## src/rtl/grayscale_arbiter.sv

```systemverilog
// Round-robin, burst-granular arbiter that shares one grayscale datapath between two
// RGB565 sources and routes each result back to its issuer via a tag pipeline.
module grayscale_arbiter #(
  parameter int LATENCY   = 2,
  parameter int MAX_BURST = 640
) (
  input  logic        clk,
  input  logic        aresetn,
  input  logic        enable,
  input  logic        s0_valid,
  output logic        s0_ready,
  input  logic [4:0]  s0_red,
  input  logic [5:0]  s0_green,
  input  logic [4:0]  s0_blue,
  input  logic        s0_last,
  input  logic        s1_valid,
  output logic        s1_ready,
  input  logic [4:0]  s1_red,
  input  logic [5:0]  s1_green,
  input  logic [4:0]  s1_blue,
  input  logic        s1_last,
  output logic [4:0]  gs_red,
  output logic [5:0]  gs_green,
  output logic [4:0]  gs_blue,
  output logic        gs_valid_in,
  input  logic        gs_valid_out,
  input  logic [11:0] gs_grayscale,
  output logic        m0_valid,
  output logic [11:0] m0_gray,
  output logic        m0_last,
  output logic        m1_valid,
  output logic [11:0] m1_gray,
  output logic        m1_last,
  output logic        tag_err
);

  localparam int CNT_W = (MAX_BURST > 1) ? $clog2(MAX_BURST) : 1;
  localparam logic [CNT_W-1:0] CNT_LAST = CNT_W'(MAX_BURST - 1);

  typedef enum logic [1:0] {
    IDLE   = 2'd0,
    GRANT0 = 2'd1,
    GRANT1 = 2'd2
  } state_t;

  state_t             state_q, state_d;
  logic               rr_q, rr_d;
  logic [CNT_W-1:0]   burst_cnt_q, burst_cnt_d;
  logic               xfer;
  logic               sel;
  logic               sel_last;

  logic [LATENCY-1:0] tag_v_q, tag_src_q, tag_last_q;
  logic               tail_v, tail_src, tail_last, hit;

  logic               m0_valid_q, m0_last_q, m1_valid_q, m1_last_q;
  logic [11:0]        m0_gray_q, m1_gray_q;
  logic               tag_err_q, tag_err_d;

  // Grant decode and datapath mux; everything is forced to zero while idle.
  always_comb begin
    s0_ready    = (state_q == GRANT0);
    s1_ready    = (state_q == GRANT1);
    sel         = (state_q == GRANT1);
    xfer        = (s0_ready & s0_valid) | (s1_ready & s1_valid);
    sel_last    = sel ? s1_last : s0_last;
    gs_red      = '0;
    gs_green    = '0;
    gs_blue     = '0;
    gs_valid_in = xfer;
    case (state_q)
      GRANT0: begin
        gs_red   = s0_red;
        gs_green = s0_green;
        gs_blue  = s0_blue;
      end
      GRANT1: begin
        gs_red   = s1_red;
        gs_green = s1_green;
        gs_blue  = s1_blue;
      end
      default: ;
    endcase
  end

  always_comb begin
    state_d     = state_q;
    rr_d        = rr_q;
    burst_cnt_d = burst_cnt_q;
    case (state_q)
      IDLE: begin
        if (enable) begin
          if (s0_valid && s1_valid) state_d = rr_q ? GRANT1 : GRANT0;
          else if (s0_valid)        state_d = GRANT0;
          else if (s1_valid)        state_d = GRANT1;
        end
      end
      GRANT0, GRANT1: begin
        if (xfer) begin
          // A burst ends on last or when the per-grant budget is exhausted.
          if (sel_last || (burst_cnt_q == CNT_LAST)) begin
            state_d     = IDLE;
            rr_d        = ~sel;
            burst_cnt_d = '0;
          end else begin
            burst_cnt_d = burst_cnt_q + CNT_W'(1);
          end
        end
      end
      default: state_d = IDLE;
    endcase
  end

  always_ff @(posedge clk or negedge aresetn) begin
    if (!aresetn) begin
      state_q     <= IDLE;
      rr_q        <= 1'b0;
      burst_cnt_q <= '0;
    end else begin
      state_q     <= state_d;
      rr_q        <= rr_d;
      burst_cnt_q <= burst_cnt_d;
    end
  end

  // Tag pipeline: mirrors the datapath latency so the tail lines up with gs_valid_out.
  always_ff @(posedge clk or negedge aresetn) begin
    if (!aresetn) begin
      tag_v_q    <= '0;
      tag_src_q  <= '0;
      tag_last_q <= '0;
    end else begin
      tag_v_q[0]    <= xfer;
      tag_src_q[0]  <= sel;
      tag_last_q[0] <= sel_last;
      for (int i = 1; i < LATENCY; i++) begin
        tag_v_q[i]    <= tag_v_q[i-1];
        tag_src_q[i]  <= tag_src_q[i-1];
        tag_last_q[i] <= tag_last_q[i-1];
      end
    end
  end

  always_comb begin
    tail_v    = tag_v_q[LATENCY-1];
    tail_src  = tag_src_q[LATENCY-1];
    tail_last = tag_last_q[LATENCY-1];
    hit       = gs_valid_out & tail_v;
    tag_err_d = tag_err_q | (gs_valid_out != tail_v);
  end

  always_ff @(posedge clk or negedge aresetn) begin
    if (!aresetn) begin
      m0_valid_q <= 1'b0;
      m0_gray_q  <= '0;
      m0_last_q  <= 1'b0;
      m1_valid_q <= 1'b0;
      m1_gray_q  <= '0;
      m1_last_q  <= 1'b0;
      tag_err_q  <= 1'b0;
    end else begin
      m0_valid_q <= hit & ~tail_src;
      m1_valid_q <= hit & tail_src;
      if (hit && !tail_src) begin
        m0_gray_q <= gs_grayscale;
        m0_last_q <= tail_last;
      end
      if (hit && tail_src) begin
        m1_gray_q <= gs_grayscale;
        m1_last_q <= tail_last;
      end
      tag_err_q <= tag_err_d;
    end
  end

  assign m0_valid = m0_valid_q;
  assign m0_gray  = m0_gray_q;
  assign m0_last  = m0_last_q;
  assign m1_valid = m1_valid_q;
  assign m1_gray  = m1_gray_q;
  assign m1_last  = m1_last_q;
  assign tag_err  = tag_err_q;

endmodule

```

## config.mk

```make
export PLATFORM = sky130hd
export DESIGN_NAME = grayscale_arbiter
export DESIGN_NICKNAME = d
export VERILOG_FILES = /design/src/rtl/grayscale_arbiter.sv
export SDC_FILE = /design/constraint.sdc
export NUM_CORES = 1
export LEC_CHECK = 0
export ABC_AREA = 1
export ABC_CLOCK_PERIOD_IN_PS = 3500
export CAP_MARGIN = 20
export CORE_UTILIZATION = 25
export CTS_CLUSTER_SIZE = 24
export DETAILED_ROUTE_END_ITERATION = 8
export PLACE_DENSITY_LB_ADDON = 0.15
export SYNTH_ARGS = -nofsm -noshare
export SYNTH_HDL_FRONTEND = slang
export SYNTH_SLANG_ARGS = --single-unit
```

## constraint.sdc

```tcl
create_clock -name clk -period 3.5 [get_ports clk]
set_input_delay 0.875 -clock clk [delete_from_list [all_inputs] [get_ports clk]]
set_output_delay 0.875 -clock clk [all_outputs]
set_load 0.05 [all_outputs]
```

==> Implementation_results.wiki <==
{| class="wikitable"
! Metric !! Value
|-
| Number of sinks on the clock net || 48
|-
| Top Family by Delay on Critical Path || buffers and inverters
|-
| Average cell area after synthesis || 8.32 um2
|-
| Routed Antenna Nets || 0
|-
| Synth Area in Compound Gates || 12.1%
|-
| CP peak stage delay || 840 ps
|-
| Final worst path period share || between 80% and 90%
|-
| Commonest cells after routing, fill and taps aside || sky130_fd_sc_hd__nand2_1, sky130_fd_sc_hd__clkdlybuf4s50_1, sky130_fd_sc_hd__dfrtp_1
|-
| Endpoint type of the worst setup path || primary output
|-
| Crit path launch type || register
|-
| Final setup slack of the worst path || 637 ps
|-
| # Post-CTS Setup Buffers || 0
|-
| Final hold violations || 0
|-
| Area grow syn2layout || 52.6%
|-
| Setup TNS || 0 ps
|-
| CORE AREA || 8720 um2
|-
| Critical Setup Path Class || register to primary output
|-
| TritonCTS clock tree || yes
|-
| Relative max-transition margin || 48.0%
|-
| Number of cells on the worst hold path || 0
|-
| Worst hold slack || ~350 ps
|-
| HPWL after DPL || ~4.1 mm
|-
| Average routed wire per standard cell || roughly 12 um
|-
| Terminating pin of the worst hold path || tag_src_q[1]
|-
| Post-synthesis instance total || 270
|-
| Total wire length after detailed routing || 5.58 mm
|-
| Synth Net Count || about 330
|-
| Total number of placement rows || 34
|-
| Antenna cell count || 0
|-
| Last weighted congestion value of the routability-driven placer || 0.749
|-
| Largest fanout on the critical path || 18
|-
| Overall die height || 96.8 um
|-
| Synth Area in XOR/XNOR || 0.390%
|-
| Arrival time at the worst endpoint || approximately 2000 ps
|-
| Placed Area || 3310 um2
|-
| Slowest library cell on the worst path || sky130_fd_sc_hd__clkdlybuf4s50_1
|-
| NumNets Final || 427
|-
| Routed vias/inst || 4.22
|-
| Flip-flop and latch count after synthesis || 48
|-
| Setup Slack @ Placement || around 800 ps
|-
| Setup-failing EPs final || 0
|-
| Maximum operating frequency || 349 MHz
|-
| Width of the die || between 90 and 100 um
|-
| Wire length of the first global-routing pass || 9.67 mm
|-
| Distinct cells, synth || 26
|-
| Number of max-capacitance violations reported || 0
|-
| CP cell instances || inv_1 > ha_1 > buf_4 > clkdlybuf4s50_1
|-
| Path type of the worst min-delay path || register to register
|-
| Multiplexer area fraction after synthesis || 0%
|-
| R2R setup slack || 1720 ps
|-
| Power, Total || 2.94 mW
|-
| Basic-gate share of the synthesized area counting and, or, nand and nor cells || 24.5%
|-
| CTS-repair resized insts || 0
|-
| Unrepaired setup endpoints after global routing || no
|-
| R2r worst-path depth || 11
|-
| Total congestion overflow || 0
|-
| Total GRT Usage || 12.5%
|-
| Yosys Warn Count || 0
|-
| Initial antenna violation count || 0
|-
| Final setup skew || approximately 10 ps
|-
| Buffer and inverter count on the worst path || 3
|-
| Main combinational cell family by area after synthesis || simple AND/OR/NAND/NOR gates
|-
| Final Critical Period || 2860 ps
|-
| Pwr/cell area || 859 nW/um2
|-
| Reg clk slew, reported paths || 90 ps
|-
| Effective utilization at floorplan || roughly a quarter
|-
| Boundary Pins || 100
|-
| Commonest non-fill, non-tap cell in the layout || sky130_fd_sc_hd__nand2_1
|-
| Layout Cells excl Fill || 479
|-
| Max Buffers Root-to-Sink || 2
|-
| Maximum number of pins on one net before global-route repair || 39
|-
| Transition time at the pin with the least slew margin || 778 ps
|-
| Die outline area || 9370 um2
|-
| Number of buffers added by the clock tree synthesis step || 5
|-
| Quantity of hold-fixing buffers added after cts || 0
|-
| Count of pins over their slew limit || 0
|-
| Port Buf Inserts || between 90 and 100
|-
| Count of routing violations after the opening detailed-route iteration || 52
|-
| Terminus of the critical flop-to-flop path || burst_cnt_q[6]
|-
| Post-Synth Adder-Cell Area || under 10%
|-
| Final std cell area, no fill || 3430 um2
|-
| H-tree lvl count || 2
|-
| Cell Count Post-Placement || 471
|-
| Worst skew pair latency || 300 ps
|-
| Outcome || completed
|-
| Sequential element share of the synthesized area || a little over half
|-
| Leakage || 1.59 nW
|-
| Launch point of the worst reg-to-reg path || state_q[0]
|-
| Worst IR Drop VDD || 0.000285 V
|-
| Remaining routing DRC violations || 0
|-
| Utilization after layout || between 30% and 40%
|-
| Detailed-route via count || 2022
|-
| Vias in the first global route || 2053
|-
| Required time at the endpoint of the critical path || roughly 2600 ps
|-
| Share of final-layout standard cells stronger than drive strength 1 || approximately 11%
|-
| Root Driver || sky130_fd_sc_hd__clkbuf_8
|-
| Post-synth design cell area || ~2200 um2
|-
| Hold Startpoint || tag_src_q[0]
|-
| First drt pass iteration count || 4
|}
## cells in the mapped netlist
cell | instances | area share [%]
sky130_fd_sc_hd__nor2b_1 | 1 | 0.28
sky130_fd_sc_hd__a31o_2 | 1 | 0.39
sky130_fd_sc_hd__clkbuf_1 | 6 | 1.0
sky130_fd_sc_hd__o21ai_2 | 1 | 0.39
sky130_fd_sc_hd__buf_6 | 1 | 0.50
sky130_fd_sc_hd__o21ai_0 | 29 | 6.5
sky130_fd_sc_hd__o21ai_1 | 2 | 0.45
sky130_fd_sc_hd__buf_4 | 1 | 0.33
sky130_fd_sc_hd__nor2_4 | 2 | 1.0
sky130_fd_sc_hd__a21oi_1 | 20 | 4.5
sky130_fd_sc_hd__nand4_1 | 3 | 0.84
sky130_fd_sc_hd__nand2_4 | 3 | 1.5
sky130_fd_sc_hd__ha_1 | 5 | 2.8
sky130_fd_sc_hd__nand3_1 | 8 | 1.8
sky130_fd_sc_hd__nand3_2 | 1 | 0.45
sky130_fd_sc_hd__or2_2 | 1 | 0.28
sky130_fd_sc_hd__nor2_2 | 1 | 0.28
sky130_fd_sc_hd__buf_2 | 1 | 0.22
sky130_fd_sc_hd__dfrtp_1 | 48 | 53
sky130_fd_sc_hd__nor2_1 | 14 | 2.3
sky130_fd_sc_hd__inv_2 | 1 | 0.17
sky130_fd_sc_hd__nand2_2 | 2 | 0.56
sky130_fd_sc_hd__nand2_1 | 88 | 15
sky130_fd_sc_hd__xor2_1 | 1 | 0.39
sky130_fd_sc_hd__nor3_1 | 2 | 0.45
sky130_fd_sc_hd__inv_1 | 27 | 4.5
## worst register-to-register path, cell delays in order, from the launching register on
cell                      delay [ps]
sky130_fd_sc_hd__dfrtp_1         400
sky130_fd_sc_hd__inv_1            90
sky130_fd_sc_hd__ha_1            170
sky130_fd_sc_hd__buf_4           250
sky130_fd_sc_hd__nand2_1         150
sky130_fd_sc_hd__nand2_4         130
sky130_fd_sc_hd__nand2_4          90
sky130_fd_sc_hd__nor2_4          140
sky130_fd_sc_hd__nand2_2          80
sky130_fd_sc_hd__nor2_1           90
sky130_fd_sc_hd__nor2_1           50
sky130_fd_sc_hd__nor2_2           70
## flip-flops by register name (all words and copies together), names as in the netlist
name	cells
m0_gray	12
m1_gray	12
burst_cnt_q	10
state_q	2
tag_last_q	2
tag_src_q	2
tag_v_q	2
m0_last	1
m0_valid	1
m1_last	1
m1_valid	1
rr_q	1
tag_err	1
## worst max path at each step
| stage | startpoint | to | slack (ps) | cells past startpoint |
|---|---|---|---|---|
| floorplan | state_q[0] | gs_blue[2] | 340 | 6 |
| global placement | s1_valid | gs_valid_in | 810 | 4 |
| detailed placement | s1_valid | gs_valid_in | 800 | 4 |
| CTS | state_q[1] | s0_ready | 610 | 4 |
| global route | state_q[0] | gs_green[4] | 510 | 5 |
| finish | state_q[1] | s0_ready | 640 | 4 |
## report_power, final
part | switching (mW) | leakage, nW | total, mW | internal [mW]
clock network | 0.194 | 0.0548 | 0.410 | 0.215
registers | 0.105 | 0.618 | 0.856 | 0.751
logic | 1.15 | 0.917 | 1.68 | 0.524
## layout make-up
cell class	instances	area (um2)
clock buffers	5	68.8
clock inverters	3	46.3
fillers	888	5290
inverters	28	105
multi-input cells	185	893
flip-flops and latches	48	1200
well taps	108	135
repair buffers	102	978
## per-layer routing
layer / share of wire, % / up-vias / GRT usage (%)
met4: 0.63 / 0 / 3.10
met2: 45 / 59 / 19.4
met1: 49 / 906 / 17.1
met3: 5.5 / 4 / 3.68
li1: - / 1053 / -
met5: 0 / - / 0
## cells by family after synthesis
kind of cell,Yosys count
buffers and inverters,37
AND/OR/NAND/NOR,126
AO/OA/AOI/OAI,53
flip-flops,48
adder cells (fa/ha/maj),5
XOR/XNOR,1
Note: power is estimated with default switching activity, not from simulation.
==> RTL change (config.mk and constraints unchanged) <==
Re-encode `state_t` (3 states) as one-hot, 3 bits wide.
--- a/src/rtl/grayscale_arbiter.sv
+++ b/src/rtl/grayscale_arbiter.sv
@@ -37,10 +37,10 @@
   localparam int CNT_W = (MAX_BURST > 1) ? $clog2(MAX_BURST) : 1;
   localparam logic [CNT_W-1:0] CNT_LAST = CNT_W'(MAX_BURST - 1);
 
-  typedef enum logic [1:0] {
-    IDLE   = 2'd0,
-    GRANT0 = 2'd1,
-    GRANT1 = 2'd2
+  typedef enum logic [2:0] {
+    IDLE   = 3'b001,
+    GRANT0 = 3'b010,
+    GRANT1 = 3'b100
   } state_t;
 
   state_t             state_q, state_d;
Function: no difference found for any inputs over 10 cycles, from zero or initial values and one cycle with aresetn low; not proved beyond that.
==> RTL change against the unedited design <==
- sequential share of layout area increased by 0.66 points
- sequential cell count is 1 higher
- first-iteration DRC count up 98%
- routed wire length is 0.74% higher
- final cell count fell by 1.7%
- power shrank 17%
- area after synthesis up 1.0%
- worst setup slack worse by 0.39 ns
- design area up 0.29%
==> RTL change: results (changes against the unedited design) <==
- Gpl congestion: 0.8245 (was 0.7485)
- H-tree Lvls: 2 (unchanged)
- Cell Count Post-Placement: 463 (was 471)
- Delay-heaviest family, CP: buffers and inverters (unchanged)
- Max incr delay on CP: 0.80 ns (was 0.84 ns)
- Worst Path Arrival: 2.38 ns (was 1.99 ns)
- Skew final: 0.01027 ns (was 0.01049 ns)
- Initial DRC Count: 103 (was 52)
- R2R Setup Slk: 1.86 ns (was 1.72 ns)
- Met3 Use GR: 3.237% (was 3.685%)
- Async set-reset flop share out of synthesis: 100.0% (unchanged)
- Synth top cells by count: nand2_1, dfrtp_1, inv_1, o21ai_0, nand3_1 (was nand2_1, dfrtp_1, o21ai_0, inv_1, a21oi_1)
- Met1 Wirelength: 2717 um (was 2739 um)
- Global routing usage on met1: 16.43% (was 17.07%)
- DR vias: 2,066 (was 2,022)
- Met2 usage: 19.34% (was 19.45%)
- Full die area: 0.009459 sq mm (was 0.009366 sq mm)
- Largest net degree at the start of global routing: 30 (was 39)
- Port Buffer Count: 99 (unchanged)
- Setup Buffers After CTS: 0 (unchanged)
- Dpl hpwl: 4064 um (was 4107 um)
- Sequential area share after synthesis: 54.11% (was 53.48%)
- Status: finished clean (unchanged)
- Total Nets Final: 416 (was 427)
- Global-route wire length before repair: 9453 um (was 9673 um)
- Non-Filler Instances: 471 (was 479)
- Crit Path Max Fanout: 19 (was 18)
- Met2 routed WL: 2549 um (was 2495 um)
- Post-Synthesis Cells: 262 (was 270)
- Tot GR Track Use: 12.20% (was 12.51%)
- Leakage: 1.631 nW (was 1.590 nW)
- VDD IR-drop max: 0.0002368 V (was 0.0002848 V)
- Metal3 WL: 295 um (was 305 um)
- Synth unique cells: 25 (was 26)
- RR Startpoint: burst_cnt_q[0] (was state_q[0])
- Worst slew pin tran: 0.7919 ns (was 0.7782 ns)
- Vias in the first global route: 1,963 (was 2,053)
- Initial antenna violation count: 0 (unchanged)
- Main area contributors after synthesis: dfrtp_1, nand2_1, a22o_1 (was dfrtp_1, nand2_1, o21ai_0)
- Syn_nets: 316 (was 327)
- Dpl cell area: 0.003351 sq mm (was 0.003313 sq mm)
- Layout cells sized above 1: 9.091% (was 11.32%)
- DR WL/cell: 11.93 um (was 11.64 um)
## RTL change: report_power, final
group | switching, mW | internal [mW] | total, mW
clock | 0.190 | 0.141 | 0.331
sequential | 0.102 | 0.727 | 0.829
combinational | 0.841 | 0.429 | 1.27
total | 1.13 | 1.30 | 2.43
## RTL change: final cells by class
| cell class | count | area (sq um) |
|---|---|---|
| clock buffer | 6 | 72.57 |
| inverter | 34 | 127.6 |
| sequential | 49 | 1227 |
| multi-input combinational | 172 | 874.6 |
| clock inverter | 2 | 15.01 |
| tap | 108 | 135.1 |
| fill | 920 | 5325 |
| timing repair buffer | 100 | 985.9 |
## RTL change: path summary, 6_finish.rpt
path                           endpoint  depth (start not counted)
max                         gs_green[3]                          5
min                        tag_src_q[1]                          0
max reg2reg                        rr_q                          8
min reg2reg                tag_src_q[1]                          0
max in group asynchronous    m1_gray[8]                          2
min in group asynchronous    m0_gray[1]                          1
## RTL change: cell families after synthesis
| logic type | Yosys count | synth area share, % |
|---|---|---|
| AO/OA/AOI/OAI | 50 | 13.95 |
| XOR/XNOR | 1 | 0.3862 |
| adder cells (fa/ha/maj) | 2 | 1.103 |
| buffers and inverters | 41 | 7.335 |
| flip-flops | 49 | 54.11 |
| AND/OR/NAND/NOR | 119 | 23.11 |
## RTL change: stage by stage
| step | utilization (%) | hold WS [ns] | setup slack [ns] |
|---|---|---|---|
| after floorplan | - | 0.3312 | 1.078 |
| after global placement | 38.24 | 0.3327 | 0.3664 |
| after detailed placement | 38.24 | 0.3347 | 0.3488 |
| after CTS | 39.23 | 0.3442 | 0.2294 |
| after global routing | 39.23 | 0.3539 | 0.1207 |
| final | 39.23 | 0.3410 | 0.2465 |
